`src/rtl/pipes.sv`:
```
// Shared pipeline types for the completion and writeback paths.
// Register addresses, write-port bundles and the default channel count.
package pipes;

  typedef logic        u1;
  typedef logic [63:0] u64;
  typedef logic [4:0]  creg_addr_t;

  typedef struct packed {
    creg_addr_t rd;
    u1          wen;
    u64         data;
  } wb_req_t;

  typedef struct packed {
    creg_addr_t wa;
    u64         wd;
    u1          wvalid;
  } wb_port_t;

  localparam int WB_NCH = 3;

endpackage

```
`src/rtl/rr_arbiter.sv`:
```
// Combinational round-robin arbiter: searches from ptr+1 (mod N) and grants
// the first requester, returning a one-hot grant and its index.
module rr_arbiter #(
  parameter int N  = 3,
  parameter int IW = (N > 1) ? $clog2(N) : 1
) (
  input  logic [N-1:0]  req,
  input  logic [IW-1:0] ptr,
  output logic [N-1:0]  grant,
  output logic [IW-1:0] grant_idx
);

  logic found;

  // NOTE: every output of a combinational block gets a default before any
  // conditional assignment; otherwise a latch is inferred.
  always_comb begin
    grant     = '0;
    grant_idx = '0;
    found     = 1'b0;
    for (int i = 1; i <= N; i++) begin
      if (!found && req[(int'(ptr) + i) % N]) begin
        found                         = 1'b1;
        grant[(int'(ptr) + i) % N]    = 1'b1;
        grant_idx                     = IW'((int'(ptr) + i) % N);
      end
    end
  end

endmodule

```
`src/rtl/writeback_arb.sv`:
```
// Writeback arbiter: picks one completed result per cycle by round-robin and
// registers it onto the regfile write port, with a bypass copy and retire count.
module writeback_arb
  import pipes::*;
#(
  parameter int NCH  = WB_NCH,
  parameter int XLEN = 64,
  parameter int CNTW = 64
) (
  input  logic                clk,
  input  logic                reset_n,
  input  logic [NCH-1:0]      in_valid,
  output logic [NCH-1:0]      in_ready,
  input  logic [NCH*5-1:0]    in_rd,
  input  logic [NCH-1:0]      in_wen,
  input  logic [NCH*XLEN-1:0] in_data,
  input  logic                flush,
  output logic [4:0]          wa,
  output logic [XLEN-1:0]     wd,
  output logic                wvalid,
  output logic                byp_valid,
  output logic [4:0]          byp_rd,
  output logic [XLEN-1:0]     byp_data,
  output logic [CNTW-1:0]     retired
);

  localparam int PTRW = (NCH > 1) ? $clog2(NCH) : 1;

  logic [PTRW-1:0] ptr_q, ptr_d;
  creg_addr_t      wa_q, wa_d;
  logic [XLEN-1:0] wd_q, wd_d;
  logic            wvalid_q, wvalid_d;
  logic [CNTW-1:0] retired_q, retired_d;

  logic [NCH-1:0]  grant;
  logic [PTRW-1:0] grant_idx;
  logic            any_grant;

  rr_arbiter #(.N(NCH), .IW(PTRW)) u_rr (
    .req       (in_valid),
    .ptr       (ptr_q),
    .grant     (grant),
    .grant_idx (grant_idx)
  );

  // Handshake is held off entirely while reset is asserted.
  assign in_ready  = grant & {NCH{reset_n}};
  assign any_grant = |in_ready;

  always_comb begin
    ptr_d     = ptr_q;
    wa_d      = wa_q;
    wd_d      = wd_q;
    wvalid_d  = 1'b0;
    retired_d = retired_q;
    if (any_grant) begin
      ptr_d    = grant_idx;
      wa_d     = in_rd[int'(grant_idx)*5 +: 5];
      wd_d     = in_data[int'(grant_idx)*XLEN +: XLEN];
      // x0 writes still load address/data but never raise the write enable;
      // a flushed grant is consumed and discarded.
      wvalid_d = in_wen[grant_idx] && (wa_d != '0) && !flush;
      if (!flush) retired_d = retired_q + CNTW'(1);
    end
  end

  // NOTE: sequential state uses non-blocking assignments so all flops
  // update together at the edge, independent of statement order.
  always_ff @(posedge clk or negedge reset_n) begin
    if (!reset_n) begin
      ptr_q     <= PTRW'(NCH - 1);
      wa_q      <= '0;
      wd_q      <= '0;
      wvalid_q  <= 1'b0;
      retired_q <= '0;
    end else begin
      ptr_q     <= ptr_d;
      wa_q      <= wa_d;
      wd_q      <= wd_d;
      wvalid_q  <= wvalid_d;
      retired_q <= retired_d;
    end
  end

  assign wa        = wa_q;
  assign wd        = wd_q;
  assign wvalid    = wvalid_q;
  assign byp_valid = wvalid_q;
  assign byp_rd    = wa_q;
  assign byp_data  = wd_q;
  assign retired   = retired_q;

endmodule

```
`config.mk`:
```
export PLATFORM = sky130hd
export DESIGN_NAME = writeback_arb
export DESIGN_NICKNAME = d
export VERILOG_FILES = /design/src/rtl/pipes.sv /design/src/rtl/rr_arbiter.sv /design/src/rtl/writeback_arb.sv
export SDC_FILE = /design/constraint.sdc
export NUM_CORES = 1
export LEC_CHECK = 0
export CAP_MARGIN = 10
export CORE_MARGIN = 4
export CORE_UTILIZATION = 30
export CTS_CLUSTER_DIAMETER = 80
export DETAILED_ROUTE_END_ITERATION = 8
export GPL_ROUTABILITY_DRIVEN = 0
export HOLD_SLACK_MARGIN = 0.05
export PLACE_DENSITY = 0.77
export SETUP_SLACK_MARGIN = 0.02
export SLEW_MARGIN = 20
export SYNTH_ARGS = -nofsm -noshare
export SYNTH_HDL_FRONTEND = slang
export SYNTH_HIERARCHICAL = 1
export SYNTH_SLANG_ARGS = --single-unit
export TNS_END_PERCENT = 100
```
`constraint.sdc`:
```
create_clock -name clk -period 3.19 [get_ports clk]
set_clock_uncertainty 0.05 [all_clocks]
set_input_delay 0.638 -clock clk [delete_from_list [all_inputs] [get_ports clk]]
set_output_delay 0.638 -clock clk [all_outputs]
set_load 0.02 [all_outputs]
```
==> insert_results.sql <==
INSERT INTO impl_metrics (metric_group, metric, value, unit) VALUES
('worst_setup_path', 'critPathSlowestCell', 'sky130_fd_sc_hd__dfstp_2', ''),
('logic_synthesis', 'synth_fp_nets', '1060', ''),
('worst_setup_path', 'cp_slowest_stage_delay', '580', 'ps'),
('worst_setup_path', 'path_cells', 'inv_1 -> ha_2 -> nor2b_1 -> nand2_1 -> o21ai_0 -> mux2_2 -> and2_1 -> buf_2', ''),
('logic_synthesis', 'yosysTopAreaCellShare', '43.7', '%'),
('finish', 'area_growth', '65.2', '%'),
('floorplanning', 'initial_core_util', '30.6', '%'),
('placement', 'dp_hpwl', '22700', 'µm'),
('timing', 'worst_slew_pin_slew', '939', 'ps'),
('clock_network', 'cts_sinks', '136', ''),
('flow_run', 'cap_viol_max_count', '0', ''),
('worst_setup_path', 'setup_cp_type', 'reg -> out', ''),
('logic_synthesis', 'synthFlopType', 'sky130_fd_sc_hd__dfrtp_1', ''),
('global_route', 'grt_usage', '19.3', '%'),
('worst_setup_path', 'critPathArrivalTime', '2410', 'ps'),
('timing', 'hold_slack_final', '444', 'ps'),
('floorplanning', 'pin_count', '423', ''),
('placement', 'buffer_ports.inserted', '422', ''),
('clock_network', 'cts_made_buffers', '17', ''),
('logic_synthesis', 'yosysSeqAreaShare', '44.0', '%'),
('timing', 'setup_viol_count_final', '0', ''),
('timing', 'timing.final.crit_share', '97.1', '%'),
('status', 'outcome', 'finished clean', ''),
('drt', 'top_layer_used', 'met4', ''),
('logic_synthesis', 'yosys.area_share.simple', '17.4', '%'),
('logic_synthesis', 'synth_top_area_cell', 'sky130_fd_sc_hd__dfrtp_1', ''),
('clock_network', 'clk_root_buffer_cell', 'sky130_fd_sc_hd__clkbuf_16', ''),
('global_route', 'antenna_found_initial', '1', ''),
('logic_synthesis', 'synth-edff-count', '0', ''),
('floorplanning', 'die_h', '169', 'µm'),
('power', 'vdd.ir_drop.worst', '0.000499', 'V'),
('drt', 'postRouteAntennaNets', '0', ''),
('logic_synthesis', 'post_synthesis_cell_count', '839', ''),
('drt', 'met1Wirelength', '11500', 'µm'),
('power', 'power_per_standard_cell_area', '921', 'mW/mm²'),
('global_route', 'overflow', '0', ''),
('worst_setup_path', 'critical_path.startpoint_type', 'flop', ''),
('drt', 'detail_route.drc_violations', '0', ''),
('clock_network', 'tritoncts', 'yes', ''),
('floorplanning', 'dieWidth', '169', 'µm'),
('drt', 'avgRoutedWirePerCell', '18.6', 'µm'),
('drt', 'finalWirelength', '28800', 'µm'),
('finish', 'layout_commonest_cell', 'sky130_fd_sc_hd__clkdlybuf4s50_1', ''),
('logic_synthesis', 'ys_warn_count', '6', ''),
('finish', 'finish.utilization', '50.6', '%'),
('global_route', 'largest_net_degree_at_the_start_of_global_routing', '74', ''),
('clock_network', 'worst_setup_hold_path_clk_slew', '70', 'ps'),
('logic_synthesis', 'synth_fa_ha_area_share', '0.809', '%'),
('floorplanning', 'floorplan_die_area', '0.0284', 'mm²'),
('timing', 'timing.final.max_slew_violations', '0', ''),
('clock_network', 'cts-htree-levels', '4', ''),
('drt', 'drt_pre_antenna_iters', '5', ''),
('timing', 'max_slew_margin', '37.4', '%'),
('timing', 'clock.fmax', '323', 'MHz'),
('power', 'leakagePower', '0.00521', 'µW'),
('clock_network', 'insertion_delay', '420', 'ps'),
('logic_synthesis', 'synth.area.top_cells', 'sky130_fd_sc_hd__dfrtp_1, sky130_fd_sc_hd__mux2i_1, sky130_fd_sc_hd__a21oi_1', ''),
('finish', 'layout.cells.most_common_list', 'sky130_fd_sc_hd__clkdlybuf4s50_1, sky130_fd_sc_hd__nor2_1, sky130_fd_sc_hd__a21oi_1', ''),
('logic_synthesis', 'synth_compound_area_share', '10.4', '%'),
('logic_synthesis', 'synth.lib_cells_used.distinct', '43', ''),
('logic_synthesis', 'async_reset_ff_share', '100', '%'),
('logic_synthesis', 'synth_xor_area_share', '7.13', '%'),
('finish', 'drive_above_1_share', '9.40', '%'),
('logic_synthesis', 'syn-cell-area', '0.00773', 'mm²'),
('clock_network', 'cts.path.max_buffers', '2', ''),
('power', 'report.power.total', '11800', 'µW'),
('timing', 'rsz_0062_raised_after_global_routing', 'yes', ''),
('drt', 'detailroute.via_count', '7394', ''),
('timing', 'finalWorstPathRequiredPeriod', '3100', 'ps'),
('drt', 'dr_wl_met3', '2280', 'µm'),
('finish', 'fin_nets', '1432', '');
[registers in the layout, summed over array words and instances, names as in the netlist]
register / cells
byp_data: 64
byp_rd: 5
byp_valid: 1
ptr_q: 2
retired: 64
[metal layers]
layer / global-route usage [%] / vias up
li1: - / 3564
met1: 23.6 / 3532
met2: 33.6 / 271
met3: 5.93 / 27
met4: 4.59 / 0
met5: 0 / -
[timing repair]
| action | CTS | global route |
|---|---|---|
| hold endpoints to repair | 4 | 0 |
| pin swaps | 2 | 2 |
| endpoints found under the setup margin | 19 | 43 |
| gates resized for setup | 6 | 12 |
| hold buffers | 1 | 0 |
| buffers inserted | 1 | 0 |
[synth_stat cells (3+ instances only)]
library cell,count
sky130_fd_sc_hd__nand2_1,21
sky130_fd_sc_hd__xor2_1,10
sky130_fd_sc_hd__buf_4,71
sky130_fd_sc_hd__nand4_1,23
sky130_fd_sc_hd__nand3_1,29
sky130_fd_sc_hd__and2_1,7
sky130_fd_sc_hd__nor3_1,6
sky130_fd_sc_hd__dfrtp_1,135
sky130_fd_sc_hd__nor2_1,145
sky130_fd_sc_hd__mux2i_1,73
sky130_fd_sc_hd__nor2b_1,4
sky130_fd_sc_hd__o22ai_1,3
sky130_fd_sc_hd__nor3_4,3
sky130_fd_sc_hd__mux2_2,6
sky130_fd_sc_hd__a21oi_1,138
sky130_fd_sc_hd__clkbuf_1,35
sky130_fd_sc_hd__o21ai_0,5
sky130_fd_sc_hd__xnor2_1,53
sky130_fd_sc_hd__ha_1,5
sky130_fd_sc_hd__buf_1,7
sky130_fd_sc_hd__and4_1,5
sky130_fd_sc_hd__inv_1,9
sky130_fd_sc_hd__nor4b_1,3
sky130_fd_sc_hd__and3_1,10
sky130_fd_sc_hd__nand4b_1,6
sky130_fd_sc_hd__buf_2,4
[metrics by stage]
| stage | TNS (ps) | setup slack (ps) | cell area, µm² | cells |
|---|---|---|---|---|
| global route | -82.0 | -42.1 | 12800 | 1555 |
| floorplan | 0 | 170 | 7730 | 839 |
| detailed placement | -3850 | -198 | 12100 | 1520 |
| global placement | -926 | -173 | 12100 | 1520 |
| finish | 0 | 92.8 | 12800 | 1555 |
| CTS | -21.9 | -8.77 | 12700 | 1554 |
[worst max-delay path: cells and delay by family, from the launching register on]
family                   cells  cell delay (ps)
AO/OA/AOI/OAI                1              110
adder cells (fa/ha/maj)      1              220
buffers and inverters        2              240
flip-flops                   1              580
multiplexers                 1              360
AND/OR/NAND/NOR              3              470
[report_power, final]
group / leakage (µW) / switching, µW / internal [µW]
combinational: 0.00323 / 3820 / 3240
clock: 0.000288 / 842 / 1130
sequential: 0.00170 / 491 / 2260
total: 0.00521 / 5150 / 6630
[final timing paths]
| kind | end | from | slack, ps | depth (start not counted) |
|---|---|---|---|---|
| max in group asynchronous | byp_data[63]$_DFFE_PN0P_ | reset_n | 1420 | 3 |
| min in group asynchronous | retired[15]$_DFFE_PN0P_ | reset_n | 540 | 2 |
| min | retired[31]$_DFFE_PN0P_ | retired[31]$_DFFE_PN0P_ | 440 | 1 |
| max reg2reg | byp_data[53]$_DFFE_PN0P_ | ptr_q[1]$_DFFE_PN1P_ | 160 | 13 |
| min reg2reg | retired[31]$_DFFE_PN0P_ | retired[31]$_DFFE_PN0P_ | 440 | 1 |
| max | in_ready[0] | ptr_q[1]$_DFFE_PN1P_ | 90 | 8 |
[kinds of logic (layout without fill, tap and decap cells)]
| family | after synthesis | count (layout) |
|---|---|---|
| flip-flops | 136 | 136 |
| adder cells (fa/ha/maj) | 5 | 5 |
| XOR/XNOR | 63 | 63 |
| AND/OR/NAND/NOR | 274 | 274 |
| multiplexers | 79 | 79 |
| other | 0 | 1 |
| AO/OA/AOI/OAI | 154 | 154 |
| buffers and inverters | 128 | 513 |
[final cells by class]
| type | count | area (µm²) |
|---|---|---|
| tap | 330 | 413 |
| fill | 2293 | 12500 |
| sequential | 136 | 3400 |
| clock inverter | 14 | 153 |
| clock buffer | 18 | 439 |
| timing repair buffer | 472 | 4670 |
| antenna | 1 | 2.50 |
| multi-input combinational | 575 | 3660 |
| inverter | 9 | 33.8 |
Note: power is estimated with default switching activity, not from simulation.
